--- src/rtl/song_sequencer.sv ---
// Note sequencer: walks the note ROM, holds each note for its ROM duration in
// beat ticks, and flags end of song on a zero-duration marker or after the last address.
module song_sequencer #(
  parameter int unsigned ADDR_W = 5,
  parameter int unsigned DUR_W  = 6
) (
  input  logic              clk,
  input  logic              reset,
  input  logic              play,
  input  logic              beat,
  input  logic              restart,
  input  logic              repeat_en,
  input  logic [DUR_W-1:0]  duration,
  output logic [ADDR_W-1:0] addr,
  output logic              new_note,
  output logic              note_active,
  output logic              song_done,
  output logic [DUR_W-1:0]  remaining
);

  typedef enum logic [1:0] {IDLE, LOAD, PLAY, DONE} state_t;

  localparam logic [ADDR_W-1:0] ADDR_LAST = '1;
  localparam logic [ADDR_W-1:0] ADDR_ONE  = ADDR_W'(1);
  localparam logic [DUR_W-1:0]  DUR_ONE   = DUR_W'(1);

  state_t state;
  logic   end_marker;
  logic   at_first;
  logic   at_last;
  logic   tick;
  logic   last_beat;

  assign end_marker = (duration == '0);
  assign at_first   = (addr == '0);
  assign at_last    = (addr == ADDR_LAST);
  assign tick       = play & beat;
  assign last_beat  = tick & (remaining == DUR_ONE);

  // Sequencer state, address, beat countdown and registered status pulses.
  always_ff @(posedge clk) begin
    if (reset) begin
      state     <= IDLE;
      addr      <= '0;
      remaining <= '0;
      new_note  <= 1'b0;
      song_done <= 1'b0;
    end else if (restart) begin
      state     <= IDLE;
      addr      <= '0;
      remaining <= '0;
      new_note  <= 1'b0;
      song_done <= 1'b0;
    end else begin
      new_note <= 1'b0;
      case (state)
        IDLE: begin
          if (play) state <= LOAD;
        end
        LOAD: begin
          if (!end_marker) begin
            remaining <= duration;
            new_note  <= 1'b1;
            state     <= PLAY;
          end else if (repeat_en && !at_first) begin
            // Loop back and fetch note 0; an empty song falls through to DONE.
            addr <= '0;
          end else begin
            state     <= DONE;
            song_done <= 1'b1;
          end
        end
        PLAY: begin
          if (last_beat) begin
            remaining <= '0;
            if (!at_last) begin
              addr  <= addr + ADDR_ONE;
              state <= LOAD;
            end else if (repeat_en) begin
              addr  <= '0;
              state <= LOAD;
            end else begin
              state     <= DONE;
              song_done <= 1'b1;
            end
          end else if (tick && (remaining > DUR_ONE)) begin
            remaining <= remaining - DUR_ONE;
          end
        end
        DONE: begin
          song_done <= 1'b1;
          remaining <= '0;
        end
        default: state <= IDLE;
      endcase
    end
  end

  // Sounding only while playing and not paused.
  assign note_active = (state == PLAY) & play;

endmodule

--- config.mk ---
export PLATFORM = sky130hd
export DESIGN_NAME = song_sequencer
export DESIGN_NICKNAME = d
export VERILOG_FILES = /design/src/rtl/song_sequencer.sv
export SDC_FILE = /design/constraint.sdc
export NUM_CORES = 1
export LEC_CHECK = 0
export CORE_ASPECT_RATIO = 1.25
export CORE_MARGIN = 10
export CORE_UTILIZATION = 40
export DETAILED_ROUTE_END_ITERATION = 16
export GPL_TIMING_DRIVEN = 0
export PLACE_DENSITY = 0.78
export SYNTH_ARGS = -nofsm -noshare
export SYNTH_HDL_FRONTEND = slang
export SYNTH_SLANG_ARGS = --single-unit
--- constraint.sdc ---
create_clock -name clk -period 4.1 [get_ports clk]
set_clock_uncertainty 0.2 [all_clocks]
set_input_delay 0.82 -clock clk [delete_from_list [all_inputs] [get_ports clk]]
set_output_delay 0.82 -clock clk [all_outputs]
set_load 0.05 [all_outputs]
==> results of run 1 <==
-- final cells by class --
class	count	area (sq um)	area share (%)
Tap cell	34	42.5	2.98
Multi-Input combinational cell	102	739	51.8
Clock buffer	4	26.3	1.84
Buffer	5	35.0	2.45
Sequential cell	15	300	21.0
Timing Repair Buffer	25	250	17.5
Inverter	9	33.8	2.37
-- cells in the mapped netlist (2+ instances only) --
| library cell | count | area share, % |
|---|---|---|
| dfxtp_1 | 15 | 27 |
| nand2_1 | 15 | 5.1 |
| nor2_1 | 12 | 4.1 |
| ha_1 | 9 | 10 |
| inv_1 | 8 | 2.7 |
| nand3_1 | 5 | 2.3 |
| nand4_1 | 5 | 2.8 |
| a21oi_1 | 4 | 1.8 |
| a41o_1 | 3 | 2.7 |
| o211a_1 | 3 | 2.7 |
| o32ai_1 | 3 | 2.4 |
| a211oi_1 | 2 | 1.4 |
| a221oi_1 | 2 | 1.6 |
| a2bb2oi_1 | 2 | 1.6 |
| a31oi_1 | 2 | 1.1 |
| a32oi_1 | 2 | 1.6 |
| and2_1 | 2 | 1.1 |
| buf_4 | 2 | 1.4 |
| mux2i_1 | 2 | 1.8 |
| nor3_1 | 2 | 0.90 |
| nor4_1 | 2 | 1.1 |
| o21ai_0 | 2 | 0.90 |
-- registers in the layout, summed over array words and instances, names as in the netlist --
register   flops
addr           5
song_done      1
state          2
new_note       1
remaining      6
-- power groups by stage --
stage	Sequential (W)	Clock, W	Combinational, W
floorplan	0.000161	0	0.0000277
global route	0.000152	0.0000969	0.0000642
finish	0.000151	0.0000865	0.0000587
global placement	0.000154	0	0.0000574
CTS	0.000151	0.0000869	0.0000587
detailed placement	0.000155	0	0.0000583
-- critical path: cells and delay by family --
family | cells | cell delay [ps]
buf+inv | 3 | 1440
simple gates | 1 | 90
-- logic make-up (layout without fill, tap and decap cells) --
kind of cell    after synthesis  in the layout  synth area share (%)
flops                        15             15                  27.1
compound gates               34             34                  26.4
buf+inv                      14             43                  6.21
simple gates                 56             56                  27.5
xor+xnor                      1              1                 0.790
mux                           2              2                  1.81
fa+ha+maj                     9              9                  10.2
-- worst min path at each step --
stage | start | to
final | song_done | song_done
after global routing | song_done | song_done
after CTS | song_done | song_done
after detailed placement | song_done | song_done
after global placement | song_done | song_done
after floorplan | state[1] | state[1]
-- routing by layer --
metal  GRT usage, %  vias up  wire (microns)
li1               -      559               -
met1           13.6      531            1280
met2           20.0       40            1470
met3           4.21        6             281
met4           5.35        0              72
met5              0        -               0
-- per-stage QoR --
step / hold WS [ps] / instances / setup WS, ps / area, sq um / utilization, %
floorplan: 271 / 131 / 1510 / 1110 / -
global placement: 261 / 190 / 739 / 1400 / 52.3
detailed placement: 269 / 190 / 731 / 1400 / 52.3
CTS: 296 / 194 / 724 / 1430 / 53.3
global route: 332 / 194 / 556 / 1430 / 53.3
finish: 293 / 194 / 731 / 1430 / 53.3
==> key figures, run 1 <==
Outcome
  • Status: completed

Clocking
  • Worst-path clk slew: about 100 ps
  • CTS Buf Count: 3
  • Hold-fix buffers at CTS: 0
  • TritonCTS Sinks: 15
  • PostCTS Resize Cnt: 0
  • Clk buf depth: 2
  • Clk_lat worst skew: about 280 ps
  • CTS tree: yes
  • CTS root buf: clkbuf_4
  • Post-CTS Setup Inserts: 0
  • # H-tree levels: 1

Synth
  • Syn nets: ~150
  • Yosys cell types: 49
  • Synth Instances: 131
  • Mapped Area: around 0.0011 sq mm
  • FF+latch count, synth: 15
  • Post-synth ARST share: 0%
  • Register area share after synthesis: 27.1%
  • Number of flops mapped to enable cells by yosys: 0
  • Most frequently used flop master after synthesis: dfxtp_1
  • Warnings, synthesis: 0
  • Synthesized area per cell: 8.46 sq um

Placement
  • RePlAce Congestion: slightly below 0.9
  • Port Buffers: 25
  • DPL Wire Length: 2.41 mm

Routing
  • Routed WL per cell: ~16 microns
  • Detailed Routing Iterations Pass 1: 4
  • Via count: roughly 1,100
  • DRT iter0 DRCs: 49
  • Post-route antenna net violation count: 0
  • Vias per cell: slightly below 6
  • Routed WL: between 3 and 4 mm
  • Post-route DRC violation count: 0

Finish
  • Share of layout cells above drive strength 1: 10.6%
  • Synth-to-Final Area Change: 28.8%
  • Most frequent cells in the layout: 25 x clkdlybuf4s50_1, 15 x nand2_1, 15 x dfxtp_1
  • # diodes: 0
  • Nets: between 150 and 200
  • Fillers: between 200 and 300
  • Commonest non-fill, non-tap cell in the layout: clkdlybuf4s50_1

Global route
  • Final global-route overflow total: 0
  • Global Route Usage Sum: around 12%
  • First-pass GRT wire length: roughly 5.2 mm
  • Vias in the first global route: 1,120
  • Initial antenna violation count: 0
  • Largest net degree at the start of global routing: 11

Worst hold path
  • Hold Path Depth: 2
  • Hold WC Path Type: flip-flop to flip-flop

Power
  • Net Sw Power: 0.0000838 W
  • Internal power: roughly 0.00021 W
  • Combinational power share: 19.8%
  • Power Total: a little under 0.0003 W
  • Switching share of power: roughly 28%
  • LEAKAGE: roughly 0.56 nW
  • Sequential Power Share: 51.0%
  • Clock Power Share: 29.2%
  • VDD IR max: around 0.00014 V
  • PwrDens: 208 mW/mm^2

Floorplan
  • IO Count: 26
  • Die ar.: around 0.0053 sq mm
  • Initial Util: 41.4%
  • Chip height: around 79 microns
  • Std-Cell Rows: 21
  • Core area: between 0.002 and 0.003 sq mm
  • DIE WIDTH: between 60 and 70 microns

STA
  • RSZ-0062 raised after global routing: no
  • Final worst-path cycle share: about 80%
  • Final hold vios: 0
  • Slew Limit Headroom: 59.5%
  • Max frequency: 297 MHz
  • Final critical-path required period: between 3000 and 4000 ps
  • Least-Margin Pin Slew: slightly above 600 ps
  • Setup_tns: 0 ps
  • Final setup viols: 0
  • Slew Viols, Final: 0

Critical path
  • Critical path type: input port to output pin
  • Worst reg2reg startpoint: remaining[0]
  • Crit path cell chain: clkdlybuf4s50_1 > inv_1 > nor2_1 > clkdlybuf4s50_1
  • CP max FO: 5
  • Slowest CP cell: clkdlybuf4s50_1
  • Worst reg2reg path endpoint: remaining[2]
  • CP Launch Type: input port
  • CP endpoint: note_active
  • Most frequent CP cell: clkdlybuf4s50_1
  • FF-to-FF path depth: 6
  • Data required, critical path: 3080 ps
  • Worst Path Arrival: 2350 ps
  • Crit path from: play
  • Max stage delay on crit path: 810 ps
  • Worst reg2reg setup slack: around 1700 ps
  • Crit end category: output pin

Job
  • Max_cap viols: 0
Note: power is estimated with default switching activity, not from simulation.
==> run 2, diff against run 1 <==
==> constraint.sdc (replaced) <==
create_clock -name clk -period 3.3 [get_ports clk]
set_clock_uncertainty 0.2 [all_clocks]
set_input_delay 0.66 -clock clk [delete_from_list [all_inputs] [get_ports clk]]
set_output_delay 0.66 -clock clk [all_outputs]
set_load 0.05 [all_outputs]
==> key figures, run 2 (synthesis gave the netlist of run 1 again) <==
Outcome
  • Status: completed (unchanged)

Placement
  • RePlAce Congestion: 0.895 (unchanged)
  • DPL Wire Length: 2.41 mm (unchanged)
  • Place WS: 251 ps (was 731 ps)
  • Port Buffers: 25 (unchanged)
  • Placed Cells incl. Taps: 190 (unchanged)

Critical path
  • Worst Path Arrival: 1940 ps (was 2350 ps)
  • CP max FO: 10 (was 5)
  • Critical path type: flip-flop to output pin (was input port to output pin)
  • Crit end category: output pin (unchanged)
  • Slowest CP cell: dlymetal6s2s_1 (was clkdlybuf4s50_1)
  • Max stage delay on crit path: 430 ps (was 810 ps)
  • Data required, critical path: 2440 ps (was 3080 ps)
  • Crit path cell chain: inv_1 > ha_1 > buf_4 > clkinv_1 > nor2_1 > dlymetal6s2s_1 (was clkdlybuf4s50_1 > inv_1 > nor2_1 > clkdlybuf4s50_1)
  • CP Launch Type: flip-flop (was input port)

Clocking
  • PostCTS Resize Cnt: 0 (unchanged)
  • Worst-path clk slew: 100 ps (about the same)
  • CTS root buf: clkbuf_4 (unchanged)
  • Hold-fix buffers at CTS: 0 (unchanged)
  • Clk_lat worst skew: 280 ps (about the same)
  • CTS tree: yes (unchanged)
  • Post-CTS Setup Inserts: 0 (unchanged)
  • # H-tree levels: 1 (unchanged)
  • Clk buf depth: 2 (unchanged)
  • TritonCTS Sinks: 15 (unchanged)
  • CTS Buf Count: 3 (unchanged)

Routing
  • Via count: 1,136 (unchanged)
  • Detailed Routing Iterations Pass 1: 4 (unchanged)
  • DRT iter0 DRCs: 49 (unchanged)
  • Post-route DRC violation count: 0 (unchanged)
  • Routed WL: 3.11 mm (was 3.10 mm)
  • Routed WL per cell: 16.0 microns (about the same)
  • Vias per cell: 5.86 (unchanged)
  • Post-route antenna net violation count: 0 (unchanged)

Finish
  • Largest regs: remaining x6, addr x5, state x2 (unchanged)
  • Synth-to-Final Area Change: 29.0% (was 28.8%)
  • Nets: 182 (unchanged)
  • Commonest non-fill, non-tap cell in the layout: clkdlybuf4s50_1 (unchanged)
  • Sequential Area: 300 sq um (unchanged)
  • # diodes: 0 (unchanged)
  • Max reg flops: 6 (unchanged)
  • Most frequent cells in the layout: 24 x clkdlybuf4s50_1, 15 x nand2_1, 15 x dfxtp_1 (was 25 x clkdlybuf4s50_1, 15 x nand2_1, 15 x dfxtp_1)
  • Final Non-Filler Cells: 194 (unchanged)
  • Largest reg by FF count: remaining (unchanged)
  • Share of layout cells above drive strength 1: 10.6% (unchanged)
  • Multi-input gate area: 739 sq um (unchanged)
  • Fillers: 273 (was 274)

Power
  • Power Total: 0.000368 W (was 0.000296 W)
  • VDD IR max: 0.000174 V (was 0.000140 V)
  • PwrDens: 257 mW/mm^2 (was 208 mW/mm^2)
  • LEAKAGE: 0.583 nW (was 0.565 nW)

Job
  • Max_cap viols: 0 (unchanged)

STA
  • Slew Limit Headroom: 59.5% (unchanged)
  • Final hold vios: 0 (unchanged)
  • Final worst-path cycle share: a little over four fifths
  • Setup_tns: 0 ps (unchanged)
  • Slew Viols, Final: 0 (unchanged)
  • Max frequency: about 360 MHz
  • Final critical-path required period: 2800 ps
  • Least-Margin Pin Slew: 608 ps (unchanged)
  • Final setup viols: 0 (unchanged)
  • RSZ-0062 raised after global routing: no (unchanged)
  • Setup ws final: 503 ps (was 731 ps)

Global route
  • Largest net degree at the start of global routing: 11 (unchanged)
  • Final global-route overflow total: 0 (unchanged)
  • Vias in the first global route: 1,120 (unchanged)
  • Initial antenna violation count: 0 (unchanged)
  • First-pass GRT wire length: 5.24 mm (unchanged)
  • Global Route Usage Sum: 12.1% (unchanged)

Floorplan
  • Core area: 0.00268 sq mm (unchanged)
  • Initial Util: 41.4% (unchanged)
  • IO Count: 26 (unchanged)
  • Chip height: 78.9 microns (unchanged)
  • Die ar.: 0.00529 sq mm (unchanged)
  • Std-Cell Rows: 21 (unchanged)
  • DIE WIDTH: 67.1 microns (unchanged)

Worst hold path
  • Hold WC Path Type: flip-flop to flip-flop (unchanged)
run 2: final cells by class:
class	count	share of cell area, %
Multi-Input combinational cell	102	51.7
Sequential cell	15	21.0
Timing Repair Buffer	25	17.7
Tap cell	34	2.97
Buffer	5	2.45
Inverter	9	2.36
Clock buffer	4	1.84
run 2: worst max-delay path: cells and delay by family (launching register included):
kind / cells / cell delay, ps
simple gates: 1 / 170
fa+ha+maj: 1 / 180
flops: 1 / 340
buf+inv: 4 / 980
run 2: final timing paths:
path                                    from            to  slack, ps  depth (start not counted)
worst min-delay path               song_done     song_done        290                          2
worst min register to register     song_done     song_done        290                          2
worst max-delay path                state[0]   note_active        500                          6
worst max register to register  remaining[0]  remaining[2]        890                          6
run 2: per-layer routing:
| metal | routed length (microns) | up-vias | part of all wire, % | global-route usage, % |
|---|---|---|---|---|
| met5 | 0 | - | 0 | 0 |
| met4 | 72 | 0 | 2.3 | 5.35 |
| met3 | 281 | 6 | 9.0 | 4.21 |
| met2 | 1470 | 40 | 47 | 20.0 |
| met1 | 1280 | 531 | 41 | 13.6 |
| li1 | - | 559 | - | - |
run 2: power breakdown:
group	switching [W]	internal [W]	total [W]	leakage, nW
combinational	0.0000397	0.0000332	0.0000729	0.447
sequential	0.00000378	0.000184	0.000188	0.121
clock	0.0000606	0.0000468	0.000107	0.0150
total	0.000104	0.000264	0.000368	0.583
run 2: stage by stage:
stage	cell area, sq um	hold slack (ps)	util [%]
CTS	1430	296	53.3
detailed placement	1400	269	52.3
finish	1430	293	53.4
global placement	1400	261	52.3
global route	1430	332	53.4
floorplan	1110	271	-
==> run 3, diff against run 2 <==
==> constraint.sdc (replaced) <==
create_clock -name clk -period 2.8 [get_ports clk]
set_clock_uncertainty 0.2 [all_clocks]
set_input_delay 0.56 -clock clk [delete_from_list [all_inputs] [get_ports clk]]
set_output_delay 0.56 -clock clk [all_outputs]
set_load 0.05 [all_outputs]
==> key figures, run 3 (synthesis gave the netlist of run 1 again) <==
Critical path
  • CP max FO: 10 (unchanged)
  • Worst Path Arrival: 1810 ps (was 1940 ps)
  • Crit end category: output pin (unchanged)
  • Data required, critical path: 2040 ps (was 2440 ps)
  • CP Launch Type: flip-flop (unchanged)
  • Critical path type: flip-flop to output pin (unchanged)

Floorplan
  • IO Count: 26 (unchanged)
  • Initial Util: 41.4% (unchanged)
  • DIE WIDTH: 67.1 microns (unchanged)
  • Std-Cell Rows: 21 (unchanged)
  • Chip height: 78.9 microns (unchanged)
  • Die ar.: 0.00529 sq mm (unchanged)
  • Core area: 0.00268 sq mm (unchanged)

Clocking
  • # H-tree levels: 1 (unchanged)
  • CTS tree: yes (unchanged)
  • Clk_lat worst skew: 280 ps (about the same)
  • Clk buf depth: 2 (unchanged)
  • CTS Buf Count: 3 (unchanged)
  • CTS root buf: clkbuf_4 (unchanged)
  • TritonCTS Sinks: 15 (unchanged)
  • Worst-path clk slew: 100 ps (about the same)

Finish
  • Share of layout cells above drive strength 1: 11.9% (was 10.6%)
  • # diodes: 0 (unchanged)
  • Max reg flops: 6 (unchanged)
  • Fillers: 273 (unchanged)
  • Nets: 182 (unchanged)
  • Most frequent cells in the layout: 24 x clkdlybuf4s50_1, 15 x nand2_1, 15 x dfxtp_1 (unchanged)
  • Largest regs: remaining x6, addr x5, state x2 (unchanged)
  • Largest reg by FF count: remaining (unchanged)
  • Final Instance Area: 0.00143 sq mm (about the same)
  • Commonest non-fill, non-tap cell in the layout: clkdlybuf4s50_1 (unchanged)
  • Synth-to-Final Area Change: 29.2% (was 29.0%)

Power
  • VDD IR max: 0.000205 V (was 0.000174 V)
  • LEAKAGE: 0.565 nW (was 0.583 nW)
  • PwrDens: 303 mW/mm^2 (was 257 mW/mm^2)

STA
  • Final worst-path cycle share: between 90% and 100%
  • Setup_tns: 0 ps (unchanged)
  • RSZ-0062 raised after global routing: no (unchanged)
  • Least-Margin Pin Slew: 608 ps (about the same)
  • Final setup viols: 0 (unchanged)
  • Slew Limit Headroom: 59.5% (about the same)
  • Worst hold slack: 293 ps (about the same)
  • Max frequency: ~400 MHz
  • Slew Viols, Final: 0 (unchanged)
  • Final hold vios: 0 (unchanged)
  • Final critical-path required period: between 2000 and 3000 ps

Job
  • Max_cap viols: 0 (unchanged)

Routing
  • Vias per cell: 5.85 (was 5.86)
  • Routed WL per cell: 16.0 microns (about the same)
  • Wl on met1: 1.28 mm (about the same)
  • Post-route DRC violation count: 0 (unchanged)
  • WL met3: 272 microns (was 281 microns)
  • Met2 WL post-DR: 1.48 mm (was 1.47 mm)
  • Via count: 1,135 (was 1,136)
  • DRT iter0 DRCs: 45 (was 49)
  • Routed WL: 3.11 mm (about the same)
  • Detailed Routing Iterations Pass 1: 4 (unchanged)
  • Post-route antenna net violation count: 0 (unchanged)
  • Top Layer Used: met4 (unchanged)

Global route
  • Vias in the first global route: 1,120 (unchanged)
  • Initial antenna violation count: 0 (unchanged)
  • Global Route Usage Sum: 12.1% (unchanged)
  • Largest net degree at the start of global routing: 11 (unchanged)
  • First-pass GRT wire length: 5.24 mm (unchanged)
  • Final global-route overflow total: 0 (unchanged)

Placement
  • RePlAce Congestion: 0.895 (unchanged)
  • DP Area: 0.00140 sq mm (unchanged)
  • Port Buffers: 25 (unchanged)
  • DPL Wire Length: 2.41 mm (unchanged)

Outcome
  • Status: completed (unchanged)

Worst hold path
  • Hold WC Path Type: flip-flop to flip-flop (unchanged)
## run 3: critical path: stages, from the launching register on
cell and delay [ps]:
dfxtp_1 340, inv_1 100, ha_1 180, buf_4 190, clkinvlp_4 210, nor2_1 140
clkdlybuf4s15_2 380
## run 3: power by group
part           leakage (nW)  internal (W)  total (W)  switching (W)
combinational         0.429     0.0000391  0.0000860      0.0000469
clock                0.0150     0.0000552   0.000127      0.0000718
sequential            0.121      0.000217   0.000221     0.00000444
total                 0.565      0.000311   0.000435       0.000123
## run 3: worst paths after layout
kind / from / to / slack, ps / cells after the start
worst max register to register: remaining[0] / remaining[2] / 390 / 6
worst min-delay path: song_done / song_done / 290 / 2
worst max-delay path: state[0] / note_active / 230 / 6
worst min register to register: song_done / song_done / 290 / 2
## run 3: metal layers
layer	up-vias	GRT usage, %
met4	0	5.35
met2	36	20.0
li1	559	-
met5	-	0
met1	534	13.6
met3	6	4.21
## run 3: final cells by class
cell class	count	area [sq um]	share of cell area, %
Multi-Input combinational cell	102	739	51.6
Sequential cell	15	300	21.0
Timing Repair Buffer	25	251	17.6
Tap cell	34	42.5	2.97
Inverter	9	37.5	2.62
Buffer	5	35.0	2.45
Clock buffer	4	26.3	1.83
## run 3: stage by stage
step | total power [W] | worst slack, ps | std cells | util (%)
after floorplan | 0.000276 | 465 | 131 | -
after global routing | 0.000458 | 50.6 | 194 | 53.5
final | 0.000435 | 227 | 194 | 53.5
after detailed placement | 0.000312 | -48.7 | 190 | 52.3
after CTS | 0.000435 | 124 | 194 | 53.3
after global placement | 0.000310 | -41.2 | 190 | 52.3
## run 3: repair_timing
| item | 4_1_cts | 5_1_grt |
|---|---|---|
| endpoints found under the setup margin | 1 | 1 |
| hold endpoints to repair | 0 | 0 |
| pin swaps | 0 | 0 |
| gates resized for setup | 3 | 1 |
| hold buffers | 0 | 0 |
| setup buffers | 0 | 0 |
